## src/rtl/fpmult_unpack.sv

```systemverilog
// Two-stage operand unpack front end for a binary16 multiplier: registers the raw
// pair, then decodes sign/exponent/mantissa/special flags. Optional: FPMULT_DENORM_EN.
`ifndef DWIDTH
`define DWIDTH 16
`endif
`ifndef EXPONENT
`define EXPONENT 5
`endif
`ifndef MANTISSA
`define MANTISSA 10
`endif

module fpmult_unpack (
  input  logic                   clk,
  input  logic                   rst,
  input  logic                   in_valid,
  output logic                   in_ready,
  input  logic [`DWIDTH-1:0]     a,
  input  logic [`DWIDTH-1:0]     b,
  output logic                   out_valid,
  input  logic                   out_ready,
  output logic                   sa,
  output logic                   sb,
  output logic                   sp,
  output logic [`EXPONENT-1:0]   ea,
  output logic [`EXPONENT-1:0]   eb,
  output logic [`MANTISSA:0]     ma,
  output logic [`MANTISSA:0]     mb,
  output logic [`EXPONENT+1:0]   esum,
  output logic                   za,
  output logic                   zb,
  output logic [4:0]             input_exc
);
  localparam int EW   = `EXPONENT;
  localparam int MW   = `MANTISSA;
  localparam int DW   = `DWIDTH;
  localparam int BIAS = 15;

  typedef struct packed {
    logic [EW-1:0] e;
    logic [MW:0]   m;
    logic          zero;
    logic          inf;
    logic          nan;
  } op_t;

  // Handshake: a pair transfers on in_valid & in_ready, a result on out_valid & out_ready.
  // Both stages move together only when the output slot is empty or being drained.
  logic            w_adv;
  logic            r_s1_valid;
  logic [DW-1:0]   r_s1_a;
  logic [DW-1:0]   r_s1_b;
  op_t             w_da;
  op_t             w_db;
  logic [EW+1:0]   w_esum;
  logic [4:0]      w_exc;

  assign w_adv    = !out_valid | out_ready;
  assign in_ready = w_adv;

  function automatic op_t decode_op(input logic [DW-1:0] x);
    logic [EW-1:0] f;
    logic [MW-1:0] fr;
    op_t           d;
    f  = x[DW-2 -: EW];
    fr = x[MW-1:0];
    d  = '0;
    if (f == '1) begin
      // Inf carries {1, 0}, NaN keeps its payload behind the hidden bit.
      d.e   = f;
      d.m   = {1'b1, fr};
      d.inf = (fr == '0);
      d.nan = (fr != '0);
    end else if (f == '0) begin
      if (fr == '0) begin
        d.zero = 1'b1;
      end else begin
`ifdef FPMULT_DENORM_EN
        d.e = EW'(1);
        d.m = {1'b0, fr};
`else
        d.zero = 1'b1;
`endif
      end
    end else begin
      d.e = f;
      d.m = {1'b1, fr};
    end
    return d;
  endfunction

  assign w_da   = decode_op(r_s1_a);
  assign w_db   = decode_op(r_s1_b);
  // Two guard bits make the modular sum exact for the full -15..47 span.
  assign w_esum = {2'b00, w_da.e} + {2'b00, w_db.e} - (EW+2)'(BIAS);
  assign w_exc  = {w_da.nan | w_db.nan | (w_da.inf & w_db.zero) | (w_db.inf & w_da.zero),
                   w_da.nan, w_db.nan, w_da.inf, w_db.inf};

  always_ff @(posedge clk) begin
    if (rst) begin
      r_s1_valid <= 1'b0;
      r_s1_a     <= '0;
      r_s1_b     <= '0;
    end else if (w_adv) begin
      r_s1_valid <= in_valid;
      r_s1_a     <= a;
      r_s1_b     <= b;
    end
  end

  always_ff @(posedge clk) begin
    if (rst) begin
      out_valid <= 1'b0;
      sa        <= 1'b0;
      sb        <= 1'b0;
      sp        <= 1'b0;
      ea        <= '0;
      eb        <= '0;
      ma        <= '0;
      mb        <= '0;
      esum      <= '0;
      za        <= 1'b0;
      zb        <= 1'b0;
      input_exc <= '0;
    end else if (w_adv) begin
      out_valid <= r_s1_valid;
      sa        <= r_s1_a[DW-1];
      sb        <= r_s1_b[DW-1];
      sp        <= r_s1_a[DW-1] ^ r_s1_b[DW-1];
      ea        <= w_da.e;
      eb        <= w_db.e;
      ma        <= w_da.m;
      mb        <= w_db.m;
      esum      <= w_esum;
      za        <= w_da.zero;
      zb        <= w_db.zero;
      input_exc <= w_exc;
    end
  end
endmodule

```

## config.mk

```make
export PLATFORM = sky130hd
export DESIGN_NAME = fpmult_unpack
export DESIGN_NICKNAME = d
export VERILOG_FILES = /design/src/rtl/fpmult_unpack.sv
export SDC_FILE = /design/constraint.sdc
export NUM_CORES = 1
export LEC_CHECK = 0
export CORE_AREA = 8 8 75 126
export CTS_CLUSTER_SIZE = 8
export DETAILED_ROUTE_END_ITERATION = 8
export DIE_AREA = 0 0 83 134
export PLACE_DENSITY = 0.77
export SYNTH_ARGS = -nofsm -noshare
export SYNTH_HDL_FRONTEND = slang
export SYNTH_SLANG_ARGS = --single-unit
```

## constraint.sdc

```tcl
create_clock -name clk -period 2.5 [get_ports clk]
set_clock_uncertainty 0.05 [all_clocks]
set_input_delay 0.625 -clock clk [delete_from_list [all_inputs] [get_ports clk]]
set_output_delay 0.625 -clock clk [all_outputs]
set_load 0.02 [all_outputs]
```

==> impl_metrics.json, run 1 <==
{
  "place.gp.congestion": 0.798,
  "post_cts_buffers": 0,
  "grt_pass1_vias": 2923,
  "clk_path_buf_depth": 2,
  "path_max_fanout": 9,
  "synthesis.area_um2": 3320,
  "synth_edf_count": 0,
  "netlist_instances": 410,
  "drc": 0,
  "seq_area_um2": 1660,
  "num_vias": 2908,
  "wirelength_um": 8230,
  "cp-start-kind": "input pin",
  "worstSetupEndpoint": "in_ready",
  "nets": 529,
  "die_y_um": 134,
  "synthArstFlopShare_pct": 0,
  "switching_share_pct": 25.2,
  "max_freq_mhz": 452,
  "synth.largest_area_cell": "dfxtp_1",
  "synth_ff_type": "dfxtp_1",
  "ys_top_cells_by_area": "dfxtp_1 50%, nand2_1 16%, a21oi_1 9.9%",
  "die_w_um": 83,
  "setup_ws_ns": 0.290,
  "report.final.slew_viol_count": 0,
  "cts_sinks": 83,
  "wire_per_inst_um": 14.3,
  "antenna_found_initial": 0,
  "finalSetupTns_ns": 0,
  "maxCapViolations": 0,
  "ctsResizeCount": 0,
  "layout-drive-gt1-share_pct": 9.03,
  "clk_latency_ns": 0.33,
  "clkPwrFrac_pct": 38.5,
  "min_period_ns": 2.21,
  "mappedNetlistNets": 456,
  "rows": 43,
  "synth_common_cells": "142 x nand2_1, 83 x dfxtp_1, 66 x a21oi_1",
  "ios": 87,
  "rsz0062_at_grt": "false",
  "hold_buffers": 0,
  "reg2regPathDepth": 10,
  "yosysWarnings": 0,
  "hold_viol": 0,
  "grt_max_degree": 80,
  "grt_pass1_wl_um": 13900,
  "outcome": "finished clean",
  "avgSynthCellArea_um2": 8.11,
  "cts_tree": "yes",
  "crit_required_ns": 1.82,
  "yosysMostFrequentCell": "nand2_1",
  "grt_usage_pct": 15.1,
  "die-area_um2": 11100,
  "first_iter_violations": 177,
  "htree_levels": 3,
  "min_period_over_period_pct": 88.4,
  "arrival_ns": 1.54,
  "core_um2": 7800,
  "crit_type": "input pin to primary output",
  "leakage_uw": 0.00175,
  "finalNonFillerCells": 577,
  "clockRootBuffer": "clkbuf_16",
  "synth_top_area_share_pct": 50.0,
  "reg2reg_setup_slack_ns": 0.44,
  "diodes": 0,
  "drtAntennaViolNets": 0,
  "pre_cts_ws_ns": 0.282,
  "multi_input_comb_area_um2": 1440,
  "ys_seq_elements": 83,
  "irDropWorstVdd_v": 0.000404,
  "r2r_end": "esum[5]",
  "fin_util_pct": 57.4,
  "initial_core_util_pct": 42.6,
  "finalSetupViolCount": 0,
  "ys_seq_area_share_pct": 50.0,
  "reg2reg_from": "r_s1_a[10]",
  "hold_class": "flop to flop",
  "worstMarginPinSlew_ns": 0.438,
  "grt-ovfl-total": 0,
  "worstSetupStartpoint": "out_ready",
  "viasPerCell": 5.04,
  "dp.cells": 562,
  "io_buffer_count": 86,
  "end_kind": "primary output",
  "ys_types": 36,
  "hpwl_um": 6180,
  "combPwrFrac_pct": 14.3,
  "maxSlewHeadroom_pct": 70.8,
  "clk_pin_slew_ns": 0.05,
  "pwr-share-seq_pct": 47.2,
  "power_switching_uw": 780,
  "numCtsBuffers": 9,
  "first_pass_iters": 6,
  "n_fill_cell": 715,
  "p_int_uw": 2310,
  "layout-area-overhead-vs-synth_pct": 34.8,
  "power_density_nw_per_um2": 690
}
[registers in the layout, summed over array words and instances, names as in the netlist, 5 cells and up]
name / cells
ma: 11
esum: 7
r_s1_b: 16
eb: 5
input_exc: 5
mb: 11
ea: 5
r_s1_a: 16
[layer usage]
layer,vias up,GRT usage [%],routed length [µm]
li1,1476,-,-
met1,1343,15.5,3180
met5,-,0,0
met2,71,26.0,4350
met4,0,9.23,329
met3,18,4.43,377
[per-stage QoR]
stage,hold WS [ns],power (µW),cell area (µm²)
after floorplan,0.382,1730,3320
after global placement,0.388,1930,4210
after detailed placement,0.394,1940,4210
after CTS,0.401,3130,4480
after global routing,0.422,3240,4480
final,0.397,3090,4480
[cell type report]
type / count / share of cell area (%)
Clock buffer: 11 / 5.42
Clock inverter: 4 / 0.586
Inverter: 12 / 1.01
Multi-Input combinational cell: 282 / 32.0
Sequential cell: 83 / 37.1
Tap cell: 90 / 2.51
Timing Repair Buffer: 95 / 21.4
[cells in the final DEF, fill, tap and decap left out, types with 2 or more instances in the layout]
master / instances
o21ai_0: 3
buf_4: 7
nand3_1: 4
nor2_1: 14
ha_1: 9
dfxtp_1: 83
nand2_1: 142
inv_1: 11
a21oi_1: 66
nand4_1: 2
nor2_4: 2
clkdlybuf4s50_1: 84
a211oi_1: 3
xnor2_1: 2
or4_4: 2
a21oi_2: 9
clkinv_2: 2
a21o_1: 2
nor4_1: 4
o21a_1: 2
buf_12: 3
clkbuf_16: 9
nand3b_1: 4
[worst max-delay path, stage by stage]
cell and delay [ns]:
clkdlybuf4s50_1 0.44, nor2b_4 0.17, inv_2 0.12, buf_4 0.18
[worst min path at each step]
stage                     startpoint  cells after the start          to
after floorplan           r_s1_valid                      2  r_s1_valid
after global placement         ma[0]                      2       ma[0]
after detailed placement     esum[1]                      2     esum[1]
after CTS                      ma[0]                      2       ma[0]
after global routing         esum[1]                      2     esum[1]
final                        esum[1]                      2     esum[1]
[cell families (layout without fill, tap and decap cells)]
kind of cell / count (synthesis) / in the layout / synth area share, %
adders and majority gates: 10 / 10 / 3.99
xor gates and xnor gates: 2 / 2 / 0.527
AOI/OAI and AO/OA: 90 / 90 / 15.7
buffers and inverters: 45 / 122 / 7.08
DFF: 83 / 83 / 50.0
and+or+nand+nor: 180 / 180 / 22.7
[power groups by stage]
stage | registers, µW | logic (µW) | clock network, µW
floorplan | 1530 | 196 | 0
global placement | 1490 | 437 | 0
detailed placement | 1490 | 447 | 0
CTS | 1460 | 448 | 1220
global route | 1470 | 482 | 1280
finish | 1460 | 442 | 1190
No activity file was read; power rests on OpenSTA's default activity.
==> run 2: changes to the inputs <==
==> config.mk (replaced) <==
export PLATFORM = sky130hd
export DESIGN_NAME = fpmult_unpack
export DESIGN_NICKNAME = d
export VERILOG_FILES = /design/src/rtl/fpmult_unpack.sv
export SDC_FILE = /design/constraint.sdc
export NUM_CORES = 1
export LEC_CHECK = 0
export CORE_AREA = 8 8 78 132
export CTS_CLUSTER_SIZE = 8
export DETAILED_ROUTE_END_ITERATION = 8
export DIE_AREA = 0 0 86 140
export PLACE_DENSITY = 0.71
export SETUP_SLACK_MARGIN = 0.15
export SYNTH_ARGS = -nofsm -noshare
export SYNTH_HDL_FRONTEND = slang
export SYNTH_SLANG_ARGS = --single-unit
==> run 2 against run 1 <==
Effect of this change:
- clock power rose by 11%
- cell area up 1.5%
- non-clock buffer count grew 1
- global-route usage fell by 0.56 points
- final cell count up 5.0%
- fmax about the same
- wire length increased by 2.3%
- combinational power about the same
- sequential power about the same
- sequential cell count is the same
- via count down 1.0%
- critical path type unchanged
- critical endpoint unchanged
==> impl_metrics.json, run 2 (synthesized netlist as in run 1, its figures left out) <==
{
  "clockRootBuffer": "clkbuf_16",
  "finalSetupTns_ns": 0,
  "arrival_ns": 1.53,
  "clk_latency_ns": 0.34,
  "io_buffer_count": 86,
  "final_cell_mix": "142 x nand2_1, 84 x clkdlybuf4s50_1, 83 x dfxtp_1",
  "path_max_fanout": 9,
  "post_cts_buffers": 0,
  "finalPower_uw": 3230,
  "reg_top3": "r_s1_a (16), r_s1_b (16)",
  "first_iter_violations": 107,
  "final_common_cell": "nand2_1",
  "layout-drive-gt1-share_pct": 9.61,
  "drc": 0,
  "cp-start-kind": "input pin",
  "maxCapViolations": 0,
  "end_kind": "primary output",
  "max_freq_mhz": 453,
  "cts_tree": "yes",
  "worstMarginPinSlew_ns": 0.389,
  "antenna_found_initial": 0,
  "ctsResizeCount": 0,
  "p_int_uw": 2410,
  "diodes": 0,
  "clk_pin_slew_ns": 0.06,
  "power_switching_uw": 820,
  "die-area_um2": 12000,
  "nets": 530,
  "ios": 87,
  "viasPerCell": 4.75,
  "min_period_over_period_pct": 88.3,
  "crit_required_ns": 1.82,
  "clk_path_buf_depth": 2,
  "rows": 45,
  "drtAntennaViolNets": 0,
  "cts_sinks": 83,
  "combPwrFrac_pct": 13.7,
  "rsz0062_at_grt": "false",
  "crit_type": "input pin to primary output",
  "finalSetupViolCount": 0,
  "grt_pass1_vias": 2883,
  "place.gp.congestion": 0.790,
  "grt_max_degree": 80,
  "hold_class": "flop to flop",
  "placed_area_um2": 4240,
  "leakage_uw": 0.00176,
  "layout-area-overhead-vs-synth_pct": 36.8,
  "hold_viol": 0,
  "first_pass_iters": 4,
  "wirelength_um": 8420,
  "pwr-share-seq_pct": 45.3,
  "dp.cells": 590,
  "grt_usage_pct": 14.5,
  "report.final.slew_viol_count": 0,
  "htree_levels": 3,
  "finalNonFillerCells": 606,
  "min_period_ns": 2.21,
  "numCtsBuffers": 9,
  "wire_per_inst_um": 13.9,
  "initial_core_util_pct": 39.1,
  "switching_share_pct": 25.4,
  "clkPwrFrac_pct": 41.0,
  "design_area_um2": 4550,
  "outcome": "finished clean",
  "core_um2": 8500,
  "power_density_nw_per_um2": 710,
  "grt-ovfl-total": 0,
  "hpwl_um": 6280,
  "num_vias": 2879,
  "die_y_um": 140,
  "grt_pass1_wl_um": 13700,
  "irDropWorstVdd_v": 0.000414,
  "fin_util_pct": 53.5,
  "hold_buffers": 0,
  "maxSlewHeadroom_pct": 74.0,
  "die_w_um": 86
}
## run 2: metal layers
layer	vias up	GRT usage (%)	share of wire, %
met2	68	25.3	53
met1	1317	15.3	40
met4	0	10.2	3.2
met5	-	0	0
met3	16	2.28	3.5
li1	1478	-	-
## run 2: worst max-delay path, stage by stage
cell	delay, ns
clkdlybuf4s50_1	0.50
nor2b_4	0.06
inv_2	0.16
buf_4	0.18
## run 2: final cells by class
type | count | area [µm²]
inverters | 12 | 45.0
clock inverters | 6 | 73.8
repair buffers | 96 | 953
fillers | 799 | 3960
multi-input cells | 282 | 1440
well taps | 117 | 146
clock buffers | 10 | 229
flip-flops and latches | 83 | 1660
## run 2: per-stage QoR
step	worst slack, ns	hold WS, ns
floorplan	0.171	0.382
global placement	0.291	0.390
detailed placement	0.279	0.395
CTS	0.291	0.402
global route	0.250	0.416
finish	0.291	0.400
## run 2: path summary, 6_finish.rpt
kind / start / endpoint / slack [ns] / cells past startpoint
max reg2reg: r_s1_a[10] / esum[5] / 0.47 / 10
min reg2reg: input_exc[2] / input_exc[2] / 0.40 / 2
max: out_ready / in_ready / 0.29 / 4
min: input_exc[2] / input_exc[2] / 0.40 / 2
## run 2: power groups by stage
stage          clock, µW  sequential [µW]  combinational, µW
4_1_cts             1360             1460                450
6_report            1320             1460                443
5_1_grt             1410             1470                483
3_3_place_gp           0             1490                439
2_1_floorplan          0             1530                196
3_5_place_dp           0             1490                447
